==> src/rtl/flash_audio_pkg.sv <==
// Shared types and constants for the flash sample unpacker.
package flash_audio_pkg;

  typedef enum logic [1:0] {
    IDLE,
    REQ,
    WAIT_DATA,
    EMIT
  } state_e;

  localparam int unsigned BYTES_PER_WORD = 4;
  localparam int unsigned DEF_ADDR_W     = 23;
  localparam logic [22:0] DEF_START_ADDR = 23'h000000;
  localparam logic [22:0] DEF_END_ADDR   = 23'h07FFFF;

endpackage

==> src/rtl/flash_addr_wrap_counter.sv <==
// Flash word-address counter: starts at START_ADDR, steps on advance,
// wraps from END_ADDR (inclusive) back to START_ADDR.
module flash_addr_wrap_counter #(
  parameter int unsigned        ADDR_W     = 23,
  parameter logic [ADDR_W-1:0]  START_ADDR = '0,
  parameter logic [ADDR_W-1:0]  END_ADDR   = '1
) (
  input  logic              clk,
  input  logic              rst_n,
  input  logic              advance,
  output logic [ADDR_W-1:0] addr
);

  logic [ADDR_W-1:0] addr_q, addr_d;

  always_comb begin
    addr_d = addr_q;
    if (advance) begin
      addr_d = (addr_q == END_ADDR) ? START_ADDR : addr_q + ADDR_W'(1);
    end
  end

  always_ff @(posedge clk or negedge rst_n) begin
    if (!rst_n) begin
      addr_q <= START_ADDR;
    end else begin
      addr_q <= addr_d;
    end
  end

  assign addr = addr_q;

endmodule

==> src/rtl/flash_sample_unpacker.sv <==
// Fetches packed 8-bit samples from flash over Avalon-MM and emits one
// sample per sample_tick, looping over a fixed word-address window.
module flash_sample_unpacker
  import flash_audio_pkg::*;
#(
  parameter int unsigned       ADDR_W     = DEF_ADDR_W,
  parameter logic [ADDR_W-1:0] START_ADDR = ADDR_W'(DEF_START_ADDR),
  parameter logic [ADDR_W-1:0] END_ADDR   = ADDR_W'(DEF_END_ADDR)
) (
  input  logic              clk,
  input  logic              rst_n,
  input  logic              enable,
  input  logic              sample_tick,
  output logic              flash_mem_read,
  output logic [ADDR_W-1:0] flash_mem_address,
  output logic [3:0]        flash_mem_byteenable,
  input  logic              flash_mem_waitrequest,
  input  logic [31:0]       flash_mem_readdata,
  input  logic              flash_mem_readdatavalid,
  output logic [7:0]        audio_data,
  output logic              start,
  output logic              underrun
);

  state_e      state_q, state_d;
  logic [1:0]  byte_idx_q, byte_idx_d;
  logic [31:0] word_buf_q, word_buf_d;
  logic [7:0]  audio_q, audio_d;
  logic        start_q, start_d;
  logic        pending_q, pending_d;
  logic        underrun_q, underrun_d;
  logic        serve;
  logic        advance;
  logic        last_byte;

  flash_addr_wrap_counter #(
    .ADDR_W     (ADDR_W),
    .START_ADDR (START_ADDR),
    .END_ADDR   (END_ADDR)
  ) u_addr (
    .clk     (clk),
    .rst_n   (rst_n),
    .advance (advance),
    .addr    (flash_mem_address)
  );

  assign last_byte = (byte_idx_q == 2'(BYTES_PER_WORD - 1));

  always_comb begin
    state_d    = state_q;
    byte_idx_d = byte_idx_q;
    word_buf_d = word_buf_q;
    audio_d    = audio_q;
    start_d    = 1'b0;
    serve      = 1'b0;
    advance    = 1'b0;

    case (state_q)
      IDLE: begin
        if (enable) state_d = REQ;
      end
      REQ: begin
        if (!flash_mem_waitrequest) state_d = WAIT_DATA;
      end
      WAIT_DATA: begin
        if (flash_mem_readdatavalid) begin
          word_buf_d = flash_mem_readdata;
          byte_idx_d = '0;
          state_d    = enable ? EMIT : IDLE;
        end
      end
      EMIT: begin
        // A tick landing on the cycle after a start is deferred via pending,
        // so start never asserts on back-to-back cycles.
        if (sample_tick || pending_q) begin
          if (!start_q) begin
            serve      = 1'b1;
            audio_d    = word_buf_q[{byte_idx_q, 3'b000} +: 8];
            start_d    = 1'b1;
            byte_idx_d = byte_idx_q + 2'd1;
            if (last_byte) begin
              advance = 1'b1;
              state_d = enable ? REQ : IDLE;
            end
          end
        end else if (!enable) begin
          state_d = IDLE;
        end
      end
      default: state_d = IDLE;
    endcase

    pending_d = pending_q;
    if (serve) begin
      pending_d = sample_tick && pending_q;
    end else if (sample_tick) begin
      pending_d = 1'b1;
    end
    underrun_d = underrun_q | (sample_tick & pending_q & ~serve);
  end

  always_ff @(posedge clk or negedge rst_n) begin
    if (!rst_n) begin
      state_q    <= IDLE;
      byte_idx_q <= '0;
      word_buf_q <= '0;
      audio_q    <= '0;
      start_q    <= 1'b0;
      pending_q  <= 1'b0;
      underrun_q <= 1'b0;
    end else begin
      state_q    <= state_d;
      byte_idx_q <= byte_idx_d;
      word_buf_q <= word_buf_d;
      audio_q    <= audio_d;
      start_q    <= start_d;
      pending_q  <= pending_d;
      underrun_q <= underrun_d;
    end
  end

  assign flash_mem_read       = (state_q == REQ);
  assign flash_mem_byteenable = 4'hF;
  assign audio_data           = audio_q;
  assign start                = start_q;
  assign underrun             = underrun_q;

endmodule

==> config.mk <==
export PLATFORM = sky130hd
export DESIGN_NAME = flash_sample_unpacker
export DESIGN_NICKNAME = d
export VERILOG_FILES = /design/src/rtl/flash_audio_pkg.sv /design/src/rtl/flash_addr_wrap_counter.sv /design/src/rtl/flash_sample_unpacker.sv
export SDC_FILE = /design/constraint.sdc
export NUM_CORES = 1
export LEC_CHECK = 0
export CORE_UTILIZATION = 41
export CTS_CLUSTER_DIAMETER = 150
export CTS_CLUSTER_SIZE = 40
export DETAILED_ROUTE_END_ITERATION = 6
export DONT_BUFFER_PORTS = 1
export PLACE_DENSITY = 0.58
export SYNTH_ARGS = -nofsm -noshare
export SYNTH_HDL_FRONTEND = slang
export SYNTH_SLANG_ARGS = --single-unit
==> constraint.sdc <==
create_clock -name clk -period 2.3 [get_ports clk]
set_clock_uncertainty 0.2 [all_clocks]
set_input_delay 0.69 -clock clk [delete_from_list [all_inputs] [get_ports clk]]
set_output_delay 0.69 -clock clk [all_outputs]
set_load 0.02 [all_outputs]
==> metrics.txt <==
vias in the first global route=2151; die height=90.9 um; Register Area=1750 um2; Core Region=slightly below 8000 um2; largest net degree at the start of global routing=71; crit share post-route=between 90% and 100%; DR vias=between 2000 and 2500; Hold Crit Class=primary input to async pin; synthesized flop and latch total=70; CP Max Fanout=6; Final Critical Period=around 2.2 ns; Remaining Overflow, GRT=0; P_leak=1.60 nW; Syn Inst Count=250; Tot GR Track Use=~17%; worst hold margin=-0.154 ns; Die Area=slightly above 8000 um2; antenna violations before repair=0; Clock Tree Root=clkbuf_8; synth unique cells=44; FF-to-FF setup slack=0.11 ns; post-layout util=49.0%; Final Wtd Congestion=between 0.7 and 0.8; Syn-to-layout area delta=16.0%; Worst Path Arrival=2.24 ns; H-tree levels=3; Clock transition at path regs=0.08 ns; asr flop ratio synth=100%; share of layout cells above drive strength 1=between 30% and 40%; first-pass iteration count of the detailed router=4; Critical Path Source Type=register; vias per cell=5.40; Final WS setup=0.113 ns; remaining antenna violation count=0; setup violators final=0; status=finished with violations; Critical R2R Launch=byte_idx_q[1]$_DFFE_PN0P_; R2R Path End=u_addr.addr[15]$_DFFE_PN0P_; CTS tree=done; failing checks=negative hold slack; total power=4.70 mW; antenna diode count=0; Clock Path Buffers=2; first-pass GRT wire length=about 11000 um; starting density of the core=between 40% and 50%; TritonCTS Sinks=70; crit end category=register; sequential share of the synthesized area=54.0%; Synth Cell Area=3240 um2; Crit Path Category=register to register; reg2reg path depth=6; First DRT Iteration DRCs=66; Port Buffers=0; predominant post-synthesis flop cell=dfrtp_1; number of flops mapped to enable cells by yosys=0; yosys warns=0; CTS Buf Count=9; Setup Buffers After CTS=0; Max Slew Vio Count=0; total wire length=6380 um; post-detail-place hpwl=between 4000 and 5000 um; I/O pin count=76; # fillers=717; Placement Setup Slack=-0.0229 ns; RSZ-0062 raised after global routing=no; Routed WL per cell=~17 um; row cnt=32; maximum vdd drop=0.621 mV; Chip Width=90.9 um; DRC=0; Max Freq=0.457 GHz; Multi-input gate area=1410 um2; Avg Inst Size Synth=13.0 um2; clk_lat worst skew=0.33 ns; Hold Vio Cnt, Final=70; Worst Path Required=2.35 ns; fin nets=317; max cap viols=0; PD cells=between 1000 and 1500 nW/um2
## cells in the final DEF (no fill, tap or decap), drive strengths merged, types with 4 or more instances in the layout
master  netlist  routed
mux4          8       8
nand4         8       8
buf           9      27
dfrtp        70      70
nand2        14      14
nand3         9       9
or3           4       4
xor2          4       4
nor2          7       7
nor4          7       7
clkbuf        5       9
conb          1       4
xnor2        11      11
mux2         40      40
or4           5       5
inv           5       6
a21oi         7       7
o21ai         9       9
## layout make-up
cell class              instances  area share [%]
clock inverters                 7            3.22
flip-flops and latches         70            46.5
clock buffers                   9            3.29
repair buffers                 27            5.72
multi-input cells             164            37.3
well taps                     102            3.39
inverters                       5           0.499
## critical path, stage by stage, from the launching register on
cell and delay (ns):
dfrtp_1 0.36, ha_2 0.22, nand3_4 0.08, or4_4 0.56, buf_4 0.18, or3_1 0.34
a21oi_1 0.18
## flip-flops by register name (all words and copies together), names as in the netlist
signal       cells
pending_q        1
state_q          2
start            1
audio_data       8
word_buf_q      32
byte_idx_q       2
u_addr.addr     23
underrun         1
## through the flow
step           instance area, um2  setup TNS, ns  instances
2_1_floorplan                3250              0        253
3_3_place_gp                 3510              0        368
3_5_place_dp                 3510        -0.0229        368
4_1_cts                      3760              0        384
5_1_grt                      3760              0        384
6_report                     3760              0        384
## power breakdown
part           switching, mW  internal, mW
sequential             0.371          1.68
clock                  0.481         0.726
combinational          0.587         0.856
total                   1.44          3.27
## cell families after synthesis
| logic type | Yosys count | synth area share, % |
|---|---|---|
| adder cells (fa/ha/maj) | 3 | 1.08 |
| AO/OA/AOI/OAI | 26 | 5.02 |
| AND/OR/NAND/NOR | 67 | 12.8 |
| other | 1 | 0.116 |
| multiplexers | 49 | 19.8 |
| XOR/XNOR | 15 | 4.05 |
| flip-flops | 70 | 54.0 |
| buffers and inverters | 19 | 3.16 |
## cells in the mapped netlist, drive strengths merged, types with 2 or more instances
library cell	instances	area [um2]
or3	4	25.0
buf	9	55.1
o31ai	3	22.5
mux2	40	450
xnor2	11	96.3
and3	3	18.8
nand4	8	56.3
a22o	2	17.5
dfrtp	70	1750
xor2	4	35.0
ha	2	25.0
nand3	9	57.6
nor3	3	20.0
nor2	7	26.3
a21oi	7	35.0
or4	5	45.0
nand2	14	52.6
mux4	8	180
nor2b	2	12.5
clkbuf	5	28.8
inv	5	18.8
o21ai	9	45.0
nor4	7	58.8
## worst max path at each step
stage,startpoint,end,slack [ns],cells after the start
3_5_place_dp,sample_tick,u_addr.addr[15]$_DFFE_PN0P_,-0.02,5
5_1_grt,byte_idx_q[1]$_DFFE_PN0P_,u_addr.addr[15]$_DFFE_PN0P_,0.02,6
2_1_floorplan,sample_tick,u_addr.addr[3]$_DFFE_PN0P_,0.03,5
3_3_place_gp,sample_tick,u_addr.addr[17]$_DFFE_PN0P_,0.03,4
4_1_cts,state_q[0]$_DFFE_PN0P_,flash_mem_read,0.01,2
6_report,byte_idx_q[1]$_DFFE_PN0P_,u_addr.addr[15]$_DFFE_PN0P_,0.11,6
## metal layers
layer | up-vias | GRT usage (%) | part of all wire [%]
met4 | 0 | 4.76 | 0.89
met2 | 59 | 26.5 | 48
met3 | 5 | 6.78 | 7.1
met1 | 1044 | 22.1 | 44
met5 | - | 0 | 0
li1 | 964 | - | -
## what timing repair did
item / CTS / global route
endpoints found under the hold margin: 70 / 70
endpoints found under the setup margin: 0 / 2
gates resized for setup: 0 / 2
Note: power is estimated with default switching activity, not from simulation.
